File: src/rtl/lcd_pkg.sv
// Shared command bytes, FSM encodings and helpers for the HD44780 text driver.
package lcd_pkg;

    localparam logic [7:0] LCD_FUNC_4BIT = 8'h28;
    localparam logic [7:0] LCD_ENTRY_INC = 8'h06;
    localparam logic [7:0] LCD_DISP_ON   = 8'h0C;
    localparam logic [7:0] LCD_CLEAR     = 8'h01;
    localparam logic [7:0] LCD_LINE1     = 8'h80;
    localparam logic [7:0] LCD_LINE2     = 8'hC0;

    typedef enum logic [2:0] {
        PWR_WAIT,
        INIT,
        CFG,
        FRAME_START,
        SET_ADDR,
        WRITE_CHAR
    } lcd_state_t;

    typedef enum logic [2:0] {
        NW_IDLE,
        NW_SETUP,
        NW_EHIGH,
        NW_HOLD,
        NW_POST
    } nw_state_t;

    // Configuration bytes, issued in order after the 4-bit wake-up nibbles.
    function automatic logic [7:0] cfg_cmd(input logic [1:0] step);
        case (step)
            2'd0:    cfg_cmd = LCD_FUNC_4BIT;
            2'd1:    cfg_cmd = LCD_ENTRY_INC;
            2'd2:    cfg_cmd = LCD_DISP_ON;
            default: cfg_cmd = LCD_CLEAR;
        endcase
    endfunction

endpackage

File: src/rtl/lcd_text_driver_if.sv
// Character LCD pin bundle (4-bit write-only HD44780 bus).
interface lcd_text_driver_if;
    logic       LCDE;
    logic       LCDRS;
    logic       LCDRW;
    logic [3:0] LCDDAT;

    modport master (output LCDE, LCDRS, LCDRW, LCDDAT);
    modport slave  (input  LCDE, LCDRS, LCDRW, LCDDAT);
endinterface

File: src/rtl/lcd_nibble_writer.sv
// One LCD nibble strobe: setup, enable pulse, hold, then caller-chosen post-delay.
// done pulses one cycle when the post-delay expires; start is ignored while busy.
module lcd_nibble_writer import lcd_pkg::*; #(
    parameter int T_SETUP  = 2,
    parameter int T_E_HIGH = 12
) (
    input  logic        clk,
    input  logic        rst,
    input  logic        start,
    input  logic        rs,
    input  logic [3:0]  nibble,
    input  logic [19:0] post_delay,
    output logic        LCDE,
    output logic        LCDRS,
    output logic [3:0]  LCDDAT,
    output logic        done
);

    localparam logic [19:0] SETUP_LD = 20'(T_SETUP - 1);
    localparam logic [19:0] EHIGH_LD = 20'(T_E_HIGH - 1);

    nw_state_t   state_q, state_d;
    logic [19:0] cnt_q, post_q;
    logic        cnt_zero;

    assign cnt_zero = (cnt_q == 20'd0);

    always_ff @(posedge clk or posedge rst) begin
        if (rst) state_q <= NW_IDLE;
        else     state_q <= state_d;
    end

    always_comb begin
        state_d = state_q;
        case (state_q)
            NW_IDLE:  if (start)    state_d = NW_SETUP;
            NW_SETUP: if (cnt_zero) state_d = NW_EHIGH;
            NW_EHIGH: if (cnt_zero) state_d = NW_HOLD;
            NW_HOLD:                state_d = NW_POST;
            NW_POST:  if (cnt_zero) state_d = NW_IDLE;
            default:                state_d = NW_IDLE;
        endcase
    end

    // Enable is registered from the next state so the pin never glitches on state decode.
    always_ff @(posedge clk or posedge rst) begin
        if (rst) LCDE <= 1'b0;
        else     LCDE <= (state_d == NW_EHIGH);
    end

    always_ff @(posedge clk or posedge rst) begin
        if (rst) begin
            cnt_q  <= 20'd0;
            post_q <= 20'd0;
            LCDRS  <= 1'b0;
            LCDDAT <= 4'd0;
            done   <= 1'b0;
        end else begin
            done <= 1'b0;
            case (state_q)
                NW_IDLE: if (start) begin
                    LCDRS  <= rs;
                    LCDDAT <= nibble;
                    post_q <= post_delay;
                    cnt_q  <= SETUP_LD;
                end
                NW_SETUP: cnt_q <= cnt_zero ? EHIGH_LD : cnt_q - 20'd1;
                NW_EHIGH: if (!cnt_zero) cnt_q <= cnt_q - 20'd1;
                NW_HOLD:  cnt_q <= post_q - 20'd1;
                NW_POST: begin
                    if (cnt_zero) done  <= 1'b1;
                    else          cnt_q <= cnt_q - 20'd1;
                end
                default: ;
            endcase
        end
    end

endmodule

File: src/rtl/lcd_text_driver.sv
// Powers up a 2x16 HD44780 in 4-bit mode, then refreshes both lines from a per-frame
// snapshot of text forever; frame_done pulses once per completed 32-char frame.
module lcd_text_driver import lcd_pkg::*; #(
    parameter int T_POWERUP    = 750000,
    parameter int T_INIT1      = 205000,
    parameter int T_INIT2      = 5000,
    parameter int T_SETUP      = 2,
    parameter int T_E_HIGH     = 12,
    parameter int T_NIBBLE_GAP = 50,
    parameter int T_CMD        = 2000,
    parameter int T_CLEAR      = 82000
) (
    input  logic                     CCLK,
    input  logic                     rst,
    input  logic [255:0]             text,
    lcd_text_driver_if.master        lcd,
    output logic                     init_done,
    output logic                     frame_done
);

    lcd_state_t   state_q, state_d;
    logic [19:0]  pwr_cnt_q;
    logic [1:0]   step_q;
    logic         lo_q, pend_q;
    logic [4:0]   idx_q;
    logic [255:0] shadow_q;

    logic         wr_start, wr_rs, wr_done, byte_done;
    logic [3:0]   wr_nib;
    logic [19:0]  wr_post;
    logic [7:0]   cur_byte;
    logic [4:0]   char_sel;
    logic         e_w, rs_w;
    logic [3:0]   dat_w;

    assign byte_done = wr_done && lo_q;
    assign char_sel  = 5'd31 - idx_q;

    always_ff @(posedge CCLK or posedge rst) begin
        if (rst) state_q <= PWR_WAIT;
        else     state_q <= state_d;
    end

    always_comb begin
        state_d = state_q;
        case (state_q)
            PWR_WAIT:    if (pwr_cnt_q == 20'd0)            state_d = INIT;
            INIT:        if (wr_done && step_q == 2'd3)     state_d = CFG;
            CFG:         if (byte_done && step_q == 2'd3)   state_d = FRAME_START;
            FRAME_START:                                    state_d = SET_ADDR;
            SET_ADDR:    if (byte_done)                     state_d = WRITE_CHAR;
            WRITE_CHAR: if (byte_done) begin
                if (idx_q == 5'd15)      state_d = SET_ADDR;
                else if (idx_q == 5'd31) state_d = FRAME_START;
            end
            default:                                        state_d = PWR_WAIT;
        endcase
    end

    always_comb begin
        cur_byte = LCD_LINE1;
        wr_rs    = 1'b0;
        case (state_q)
            CFG:        cur_byte = cfg_cmd(step_q);
            SET_ADDR:   cur_byte = (idx_q == 5'd0) ? LCD_LINE1 : LCD_LINE2;
            WRITE_CHAR: begin
                cur_byte = shadow_q[{char_sel, 3'b000} +: 8];
                wr_rs    = 1'b1;
            end
            default: ;
        endcase

        wr_nib = lo_q ? cur_byte[3:0] : cur_byte[7:4];
        if (!lo_q)                               wr_post = 20'(T_NIBBLE_GAP);
        else if (!wr_rs && cur_byte == LCD_CLEAR) wr_post = 20'(T_CLEAR);
        else                                      wr_post = 20'(T_CMD);

        // Wake-up nibbles are single transfers with their own settle times.
        if (state_q == INIT) begin
            wr_nib = (step_q == 2'd3) ? 4'h2 : 4'h3;
            case (step_q)
                2'd0:    wr_post = 20'(T_INIT1);
                2'd1:    wr_post = 20'(T_INIT2);
                default: wr_post = 20'(T_CMD);
            endcase
        end

        wr_start = !pend_q && (state_q == INIT || state_q == CFG ||
                               state_q == SET_ADDR || state_q == WRITE_CHAR);
    end

    always_ff @(posedge CCLK or posedge rst) begin
        if (rst) begin
            pwr_cnt_q  <= 20'(T_POWERUP - 1);
            step_q     <= 2'd0;
            lo_q       <= 1'b0;
            pend_q     <= 1'b0;
            idx_q      <= 5'd0;
            shadow_q   <= '0;
            init_done  <= 1'b0;
            frame_done <= 1'b0;
        end else begin
            frame_done <= 1'b0;
            if (state_q == PWR_WAIT && pwr_cnt_q != 20'd0)
                pwr_cnt_q <= pwr_cnt_q - 20'd1;
            if (wr_start)
                pend_q <= 1'b1;
            if (wr_done) begin
                pend_q <= 1'b0;
                if (state_q == INIT) begin
                    step_q <= step_q + 2'd1;
                end else begin
                    lo_q <= !lo_q;
                    if (lo_q) begin
                        case (state_q)
                            CFG: begin
                                step_q <= step_q + 2'd1;
                                if (step_q == 2'd3) init_done <= 1'b1;
                            end
                            WRITE_CHAR: begin
                                idx_q <= idx_q + 5'd1;
                                if (idx_q == 5'd31) frame_done <= 1'b1;
                            end
                            default: ;
                        endcase
                    end
                end
            end
            if (state_q == FRAME_START) begin
                shadow_q <= text;
                idx_q    <= 5'd0;
            end
        end
    end

    lcd_nibble_writer #(
        .T_SETUP  (T_SETUP),
        .T_E_HIGH (T_E_HIGH)
    ) u_writer (
        .clk        (CCLK),
        .rst        (rst),
        .start      (wr_start),
        .rs         (wr_rs),
        .nibble     (wr_nib),
        .post_delay (wr_post),
        .LCDE       (e_w),
        .LCDRS      (rs_w),
        .LCDDAT     (dat_w),
        .done       (wr_done)
    );

    assign lcd.LCDE   = e_w;
    assign lcd.LCDRS  = rs_w;
    assign lcd.LCDDAT = dat_w;
    assign lcd.LCDRW  = 1'b0;

endmodule

File: src/flat_wrapper.sv
// flat-port wrapper written by rule: the top's interface ports become plain ports
module lcd_text_driver_flat import lcd_pkg::*;
#(
    parameter int T_POWERUP    = 750000,
    parameter int T_INIT1      = 205000,
    parameter int T_INIT2      = 5000,
    parameter int T_SETUP      = 2,
    parameter int T_E_HIGH     = 12,
    parameter int T_NIBBLE_GAP = 50,
    parameter int T_CMD        = 2000,
    parameter int T_CLEAR      = 82000
)
  (CCLK, rst, text, init_done, frame_done, lcd_LCDE, lcd_LCDRS, lcd_LCDRW, lcd_LCDDAT);
  lcd_text_driver_if lcd_i ();
  input  logic CCLK;
  input  logic rst;
  input  logic [255:0] text;
  output logic init_done;
  output logic frame_done;
  output wire logic [$bits(lcd_i.LCDE)-1:0] lcd_LCDE;
  output wire logic [$bits(lcd_i.LCDRS)-1:0] lcd_LCDRS;
  output wire logic [$bits(lcd_i.LCDRW)-1:0] lcd_LCDRW;
  output wire logic [$bits(lcd_i.LCDDAT)-1:0] lcd_LCDDAT;
  assign lcd_LCDE = lcd_i.LCDE;
  assign lcd_LCDRS = lcd_i.LCDRS;
  assign lcd_LCDRW = lcd_i.LCDRW;
  assign lcd_LCDDAT = lcd_i.LCDDAT;
  lcd_text_driver #(.T_POWERUP(T_POWERUP), .T_INIT1(T_INIT1), .T_INIT2(T_INIT2), .T_SETUP(T_SETUP), .T_E_HIGH(T_E_HIGH), .T_NIBBLE_GAP(T_NIBBLE_GAP), .T_CMD(T_CMD), .T_CLEAR(T_CLEAR)) u_core (.CCLK(CCLK), .rst(rst), .text(text), .lcd(lcd_i), .init_done(init_done), .frame_done(frame_done));
endmodule
File: config.mk
export PLATFORM = sky130hd
export DESIGN_NAME = lcd_text_driver_flat
export DESIGN_NICKNAME = d
export VERILOG_FILES = /design/src/rtl/lcd_pkg.sv /design/src/rtl/lcd_text_driver_if.sv /design/src/rtl/lcd_nibble_writer.sv /design/src/rtl/lcd_text_driver.sv /design/src/flat_wrapper.sv
export SDC_FILE = /design/constraint.sdc
export NUM_CORES = 1
export LEC_CHECK = 0
export CAP_MARGIN = 20
export CORE_MARGIN = 5
export CORE_UTILIZATION = 35
export DETAILED_ROUTE_END_ITERATION = 10
export GPL_TIMING_DRIVEN = 0
export PLACE_DENSITY = 0.62
export SLEW_MARGIN = 20
export SYNTH_ARGS = -nofsm -noshare
export SYNTH_HDL_FRONTEND = slang
export SYNTH_HIERARCHICAL = 1
export SYNTH_SLANG_ARGS = --single-unit
File: constraint.sdc
create_clock -name CCLK -period 16.9 [get_ports CCLK]
set_input_delay 5.07 -clock CCLK [delete_from_list [all_inputs] [get_ports CCLK]]
set_output_delay 5.07 -clock CCLK [all_outputs]
set_load 0.02 [all_outputs]
==> reports/summary.log, run 1 <==
INFO  outcome        status=finished, final reports clean
INFO  sta            setup_skew=0.0339ns
INFO  cells_and_area mostFrequentLayoutCell=nand2_1
INFO  clock_network  cts_hold_buffers=0
INFO  clock_network  clock_pin_slew_worst_setup_and_hold_paths=0.06ns
INFO  logic_synthesis post_syn_instances=1795
INFO  clock_network  cts.sink_count=340
INFO  routing        first_pass_iters=5
INFO  clock_network  resized_cells_post_cts=0
INFO  logic_synthesis yosysTopAreaCell=dfrtp_1
INFO  floorplanning  height_of_the_chip=228um
INFO  floorplanning  std_cell_rows=79
INFO  cells_and_area most-common-layout-cells=nand2_1 (838), dfrtp_1 (327), clkdlybuf4s50_1 (265), clkbuf_1 (76), mux2i_1 (49)
INFO  setup_path     critical-path-slowest-cell=clkdlybuf4s50_1
INFO  routing        antenna_nets_post_route=0
INFO  clock_network  tritoncts_clock_tree=built
INFO  logic_synthesis synth.lib_cells_used.distinct=87
INFO  global_route   grt_overflow_total=0
INFO  cells_and_area layout-area-overhead-vs-synth=29.4%
INFO  setup_path     worstPathCellList=clkdlybuf4s50_1
INFO  logic_synthesis synth_edf_count=0
INFO  setup_path     critical_path.top_delay_family=buffers and inverters
INFO  place          buffer_ports.inserted=265
INFO  logic_synthesis yosys.area_share.xor_xnor=0.0216
INFO  pwr            cell_internal_pwr=1.44mW
INFO  cells_and_area multi_input_gate_area_in_the_final_layout=7580um2
INFO  sta            report.final.slew_viol_count=0
INFO  pwr            swShare=0.230
INFO  logic_synthesis synth-seq-cells=340
INFO  clock_network  cts_made_buffers=39
INFO  logic_synthesis syn_avg_cell_area=9.25um2
INFO  setup_path     cp.arrival=1.63ns
INFO  setup_path     critPathMaxStageDelay=0.65ns
INFO  logic_synthesis yosysWarnings=6
INFO  pwr            power.sequential.fraction=0.452
INFO  floorplanning  die_area=51900um2
INFO  logic_synthesis compound_cell_area_share_of_the_yosys_netlist=0.0629
INFO  setup_path     critPathCaptureType=primary output
INFO  global_route   antenna_found_initial=1
INFO  sta            min_period_over_period=0.396
INFO  pwr            worst_ir_drop_vdd=0.0664mV
INFO  cells_and_area finish.net_count=2381
INFO  logic_synthesis post_synth_fa_ha_maj_area_fraction=0.00904
INFO  logic_synthesis main_combinational_cell_family_by_area_after_synthesis=simple AND/OR/NAND/NOR gates
INFO  place          routabilityCongestion=0.898
INFO  cells_and_area sequential_cell_area=8520um2
INFO  logic_synthesis synthSimpleGateAreaFrac=0.251
INFO  routing        dr.first_iter.drc_count=1377
INFO  sta            final_period_minus_worst_setup_slack=6.70ns
INFO  pwr            p_per_area=87.0nW/um2
INFO  pwr            p_leak=8.89nW
INFO  setup_path     timing.critical_path.buf_inv=1
INFO  floorplanning  start_util=0.355
INFO  place          detailed_placer_s_ending_hpwl=41700um
INFO  logic_synthesis async_flop_share=1.00
INFO  routing        detail_route.wl_per_cell=20.0um
INFO  routing        routed_wirelength=54900um
INFO  pwr            pwr-share-comb=0.075
INFO  sta            timing_worst_slew_pin_value=0.819ns
INFO  place          place.detailed.instances=2677
INFO  sta            slew_headroom=0.451
INFO  global_route   grt_first_pass_wirelength=84600um
INFO  clock_network  h-tree-depth=2
INFO  pwr            p_switching=0.431mW
INFO  cells_and_area nFillCells=4474
INFO  sta            finalHoldViolations=0
INFO  logic_synthesis proportion_of_synthesized_area_in_mux_cells=0.110
INFO  run            maxCapViolations=0
INFO  logic_synthesis yosysTopAreaCellShare=0.493
INFO  clock_network  cts_post_setup_buffers_inserted=0
INFO  logic_synthesis most_used_flip_flop_cell_after_synthesis=dfrtp_1
INFO  routing        route.detailed.drc=0
INFO  global_route   grt_max_degree=87
INFO  logic_synthesis netlist_area_pre_place=16600um2
INFO  setup_path     crit_fanout=2
INFO  hold_path      timing.hold.worst.class=flop to flop
INFO  floorplanning  core=46800um2
INFO  routing        route.vias.total=14200
INFO  setup_path     critical_path_required=11.83ns
INFO  pwr            clock_power_share=0.473
INFO  logic_synthesis synth_seq_area_share=0.513
INFO  setup_path     worstSetupPathType=flop to primary output
INFO  cells_and_area diodes=0
INFO  clock_network  root_buffer=clkbuf_16
INFO  floorplanning  die_width=228um
INFO  cells_and_area post_layout_nonfiller_instances=2747
INFO  sta            setup_viol_count_final=0
INFO  sta            tns=0ns
INFO  clock_network  cts.path.max_buffers=3
INFO  setup_path     worstSetupStartpointType=flop
INFO  sta            grt_setup_unrepaired=no
INFO  logic_synthesis synth_top_cells_by_area=dfrtp_1 (49%), nand2_1 (19%), mux4_2 (6.1%)
INFO  clock_network  clk_latency=0.57ns
INFO  routing        avgViaCountPerCell=5.15
INFO  global_route   grt_usage=0.207
INFO  sta            top_achievable_clock_speed=149MHz
INFO  floorplanning  pin_count=267
INFO  cells_and_area final_layout_size_suffix_gt1_frac=0.100
INFO  global_route   grt_pass1_vias=14700
[per-layer routing]
metal,routed length (um),up-vias,GRT usage
met5,0,-,0
met4,2710,0,0.0968
met3,3990,129,0.0483
met2,25800,575,0.341
met1,22400,6860,0.261
li1,-,6588,-
[stage by stage]
stage / power (mW) / instance area (um2) / setup slack [ns] / util / hold WS, ns
after floorplan: 0.911 / 16600 / 3.85 / - / 0.437
after global placement: 0.993 / 20000 / 0.326 / 0.429 / 0.454
after detailed placement: 0.999 / 20200 / 9.97 / 0.431 / 0.460
after CTS: 1.89 / 21500 / 10.19 / 0.460 / 0.475
after global routing: 1.94 / 21500 / 10.17 / 0.460 / 0.487
final: 1.87 / 21500 / 10.20 / 0.460 / 0.469
[cell families after synthesis]
family	after synthesis
xor+xnor	41
other cells	1
fa+ha+maj	12
simple gates	1002
compound gates	156
flops	340
buf+inv	121
mux	122
[flip-flops by register name (all words and copies together) (netlist names), 2 cells and up]
name,count
u_core/idx_q,5
u_core/step_q,2
u_core/pwr_cnt_q,20
u_core/u_writer/LCDDAT,4
u_core/shadow_q,256
u_core/state_q,3
u_core/u_writer/post_q,20
u_core/u_writer/state_q,3
u_core/u_writer/cnt_q,20
[Yosys cell counts (5+ instances only)]
cell type  instances
o211ai_1           5
xnor2_1           14
a22oi_1            5
and2_1             6
nor3_1            25
nand3b_1           5
buf_4              7
nor2_1            46
mux4_2            45
xor2_1            27
nand2_1          838
a211oi_1           5
o22ai_1           11
a21oi_1           22
nor4_1            15
a32oi_1            5
or3_1              7
mux2_2            27
dfstp_2           13
inv_1             22
or2_2              5
buf_2             12
o21ai_1            9
dfrtp_1          327
nand3_1           11
o21ai_0           48
mux2i_1           49
ha_1              12
clkbuf_1          71
[final timing paths]
| kind | cells past startpoint | slack, ns | startpoint | end |
|---|---|---|---|---|
| max | 1 | 10.20 | u_core/init_done$_DFFE_PP0P_ | init_done |
| min | 2 | 0.47 | u_core/shadow_q[164]$_DFFE_PP0P_ | u_core/shadow_q[164]$_DFFE_PP0P_ |
| max reg2reg | 12 | 13.12 | u_core/idx_q[1]$_DFFE_PP0P_ | u_core/u_writer/post_q[8]$_DFFE_PP0P_ |
| min reg2reg | 2 | 0.47 | u_core/shadow_q[164]$_DFFE_PP0P_ | u_core/shadow_q[164]$_DFFE_PP0P_ |
| max in group asynchronous | 4 | 10.63 | rst | u_core/pwr_cnt_q[2]$_DFFE_PP1P_ |
| min in group asynchronous | 2 | 5.10 | rst | u_core/u_writer/state_q[1]$_DFF_PP0_ |
[layout make-up]
class,count,share of cell area
Clock inverter,20,0.0118
Buffer,98,0.0205
Multi-Input combinational cell,1340,0.353
Timing Repair Buffer,269,0.128
Clock buffer,50,0.0506
Sequential cell,340,0.397
Inverter,23,0.00437
Tap cell,607,0.0353
[power groups by stage]
stage	Combinational (mW)	Sequential (mW)	Clock (mW)
floorplan	0.0545	0.857	0
finish	0.139	0.846	0.886
detailed placement	0.139	0.860	0
CTS	0.140	0.845	0.902
global route	0.153	0.848	0.934
global placement	0.133	0.860	0
No activity file was read; power rests on OpenSTA's default activity.
==> inputs of run 2 (changes only) <==
--- a/config.mk
+++ b/config.mk
@@ -10,7 +10,7 @@
 export CORE_UTILIZATION = 35
 export DETAILED_ROUTE_END_ITERATION = 10
 export GPL_TIMING_DRIVEN = 0
-export PLACE_DENSITY = 0.62
+export PLACE_DENSITY = 0.64
 export SLEW_MARGIN = 20
 export SYNTH_ARGS = -nofsm -noshare
 export SYNTH_HDL_FRONTEND = slang
==> constraint.sdc (replaced) <==
create_clock -name CCLK -period 5.9 [get_ports CCLK]
set_input_delay 1.77 -clock CCLK [delete_from_list [all_inputs] [get_ports CCLK]]
set_output_delay 1.77 -clock CCLK [all_outputs]
set_load 0.02 [all_outputs]
==> reports/summary.log, run 2 (same netlist as run 1, synthesis figures left out) <==
INFO  outcome        status=finished, final reports clean
INFO  pwr            clock_power_share=0.470 [-0.003]
INFO  routing        detail_route.wl_per_cell=20.3um [+1.4%]
INFO  sta            top_achievable_clock_speed=261MHz
INFO  cells_and_area postLayoutCellArea=21600um2 [+0.51%]
INFO  clock_network  tritoncts_clock_tree=built
INFO  place          detailed_placer_s_ending_hpwl=42600um [+2.2%]
INFO  floorplanning  std_cell_rows=79 [unchanged]
INFO  floorplanning  die_area=51900um2 [unchanged]
INFO  clock_network  clk_latency=0.56ns [about the same]
INFO  routing        first_pass_iters=5 [unchanged]
INFO  clock_network  resized_cells_post_cts=0 [unchanged]
INFO  global_route   grt_usage=0.210 [+0.00298]
INFO  pwr            pwr-share-comb=0.077 [+0.002]
INFO  clock_network  cts_post_setup_buffers_inserted=0 [unchanged]
INFO  sta            timing_worst_slew_pin_value=0.867ns [+0.0480 ns]
INFO  clock_network  cts_made_buffers=39 [unchanged]
INFO  setup_path     critical_path_required=6.38ns [-5.45 ns]
INFO  place          buffer_ports.inserted=265 [unchanged]
INFO  cells_and_area diodes=0 [unchanged]
INFO  cells_and_area share_of_the_core_filled_with_cells=0.462 [+0.00235]
INFO  clock_network  clock_pin_slew_worst_setup_and_hold_paths=0.06ns [about the same]
INFO  pwr            cell_internal_pwr=4.11mW [+190%]
INFO  global_route   grt_pass1_vias=14900 [+0.81%]
INFO  hold_path      hold_path_end=u_core/shadow_q[204]$_DFFE_PP0P_
INFO  pwr            worst_ir_drop_vdd=0.168mV [+150%]
INFO  sta            min_period_over_period=0.649
INFO  cells_and_area regMostFlops=u_core/shadow_q
INFO  pwr            p_per_area=248nW/um2 [+180%]
INFO  cells_and_area most-common-layout-cells=nand2_1 (838), dfrtp_1 (327), clkdlybuf4s50_1 (265), clkbuf_1 (78), mux2i_1 (49)
INFO  routing        route.vias.total=14300 [+0.93%]
INFO  sta            setup_skew=0.0206ns [-0.0132 ns]
INFO  pwr            design_power_total=5.35mW [+190%]
INFO  sta            grt_setup_unrepaired=no
INFO  setup_path     critical-path-slowest-cell=a2111oi_2
INFO  global_route   grt_overflow_total=0 [unchanged]
INFO  routing        dr.first_iter.drc_count=1236 [-10%]
INFO  cells_and_area layout-area-overhead-vs-synth=30.1%
INFO  cells_and_area largest_register_ff_count=256 [unchanged]
INFO  clock_network  cts.sink_count=340 [unchanged]
INFO  place          placement.cell_area=20300um2 [+0.60%]
INFO  run            maxCapViolations=0 [unchanged]
INFO  setup_path     worstPathCellList=buf_2 -> buf_2 -> buf_2 -> inv_1 -> ha_1 -> a211oi_1 -> or3_1 -> a211oi_1 -> a2111oi_2 -> nor4_4 -> a211oi_1 -> mux2_2
INFO  sta            tns=0ns [unchanged]
INFO  floorplanning  die_width=228um [unchanged]
INFO  clock_network  cts_hold_buffers=0 [unchanged]
INFO  hold_path      timing.hold.worst.start=u_core/shadow_q[204]$_DFFE_PP0P_
INFO  setup_path     critPathMaxStageDelay=0.53ns [-0.12 ns]
INFO  global_route   grt_first_pass_wirelength=86200um [+1.9%]
INFO  place          routabilityCongestion=0.890 [-0.89%]
INFO  setup_path     r2r_slack=2.07ns [-11.05 ns]
INFO  routing        route.detailed.drc=0 [unchanged]
INFO  setup_path     timing.rr.end=u_core/u_writer/post_q[8]$_DFFE_PP0P_
INFO  setup_path     critPathCaptureType=flop
INFO  clock_network  cts.path.max_buffers=3 [unchanged]
INFO  cells_and_area final_layout_size_suffix_gt1_frac=0.102 [+0.00158]
INFO  pwr            p_leak=8.92nW [+0.40%]
INFO  routing        antenna_nets_post_route=0 [unchanged]
INFO  floorplanning  pin_count=267 [unchanged]
INFO  cells_and_area nFillCells=4379 [-2.1%]
INFO  floorplanning  start_util=0.355 [unchanged]
INFO  setup_path     r2r_cells=12 [unchanged]
INFO  setup_path     regToRegStartpoint=u_core/idx_q[1]$_DFFE_PP0P_
INFO  setup_path     worstSetupStartpointType=flop
INFO  sta            report.final.slew_viol_count=0 [unchanged]
INFO  hold_path      timing.hold.worst.class=flop to flop
INFO  clock_network  h-tree-depth=2 [unchanged]
INFO  global_route   antenna_found_initial=1 [unchanged]
INFO  setup_path     critical_path.top_delay_family=buffers and inverters
INFO  sta            slew_headroom=0.422 [-0.0284]
INFO  setup_path     cp.arrival=4.31ns [+2.68 ns]
INFO  sta            finalHoldViolations=0 [unchanged]
INFO  pwr            power.sequential.fraction=0.453 [about the same]
INFO  setup_path     timing.critical_path.buf_inv=4 [+3]
INFO  pwr            p_switching=1.23mW [+190%]
INFO  cells_and_area mostFrequentLayoutCell=nand2_1
INFO  sta            setup_viol_count_final=0 [unchanged]
INFO  pwr            swShare=0.231 [+0.000548]
INFO  floorplanning  core=46800um2 [unchanged]
INFO  global_route   grt_max_degree=36 [-59%]
INFO  hold_path      hold_path_depth=2 [unchanged]
INFO  floorplanning  height_of_the_chip=228um [unchanged]
INFO  setup_path     worstSetupPathType=flop to flop
INFO  sta            final_period_minus_worst_setup_slack=3.83ns
INFO  setup_path     crit_fanout=10 [+8]
INFO  clock_network  root_buffer=clkbuf_16
INFO  cells_and_area finish.net_count=2388 [+0.29%]
INFO  routing        routed_wirelength=55800um [+1.6%]
INFO  routing        avgViaCountPerCell=5.19 [+0.71%]
[run 2: cell type report]
| cell class | count | area [um2] | share of cell area |
|---|---|---|---|
| flip-flops and latches | 340 | 8520 | 0.395 |
| multi-input cells | 1340 | 7580 | 0.351 |
| repair buffers | 276 | 2880 | 0.133 |
| clock buffers | 51 | 1070 | 0.0496 |
| well taps | 607 | 759 | 0.0352 |
| plain buffers | 98 | 440 | 0.0204 |
| clock inverters | 18 | 259 | 0.0120 |
| inverters | 23 | 90.1 | 0.00417 |
[run 2: power groups by stage]
stage	registers, mW	logic [mW]	clock network [mW]
floorplan	2.45	0.156	0
global placement	2.46	0.384	0
detailed placement	2.46	0.410	0
CTS	2.42	0.412	2.57
global route	2.43	0.448	2.67
finish	2.42	0.410	2.51
[run 2: worst max path at each step]
stage	from	slack [ns]	cells after the start	to
floorplan	rst	0.29	1	u_core/frame_done$_DFF_PP0_
global placement	rst	-1.81	2	u_core/shadow_q[204]$_DFFE_PP0P_
detailed placement	u_core/idx_q[1]$_DFFE_PP0P_	2.20	12	u_core/u_writer/post_q[9]$_DFFE_PP0P_
CTS	u_core/idx_q[1]$_DFFE_PP0P_	2.15	12	u_core/u_writer/post_q[9]$_DFFE_PP0P_
global route	u_core/idx_q[1]$_DFFE_PP0P_	1.97	12	u_core/u_writer/post_q[8]$_DFFE_PP0P_
finish	u_core/idx_q[1]$_DFFE_PP0P_	2.07	12	u_core/u_writer/post_q[8]$_DFFE_PP0P_
[run 2: per-layer routing]
layer  wire length (um)  global-route usage
met1              22500               0.272
met2              27000               0.353
met3               4070              0.0386
met5                  0                   0
met4               2260              0.0834
[run 2: per-stage QoR]
step	hold slack, ns	cells	worst slack, ns
after floorplan	0.437	1801	0.293
after global placement	0.453	2673	-1.81
after detailed placement	0.459	2684	2.20
after CTS	0.472	2753	2.15
after global routing	0.483	2753	1.97
final	0.472	2753	2.07
[run 2: worst register-to-register path, cell delays in order (launching register included)]
cell and delay (ns):
dfrtp_1 0.43, buf_2 0.34, buf_2 0.45, buf_2 0.50
inv_1 0.13, ha_1 0.24, a211oi_1 0.24, or3_1 0.15
a211oi_1 0.07, a2111oi_2 0.53, nor4_4 0.15, a211oi_1 0.33
mux2_2 0.21
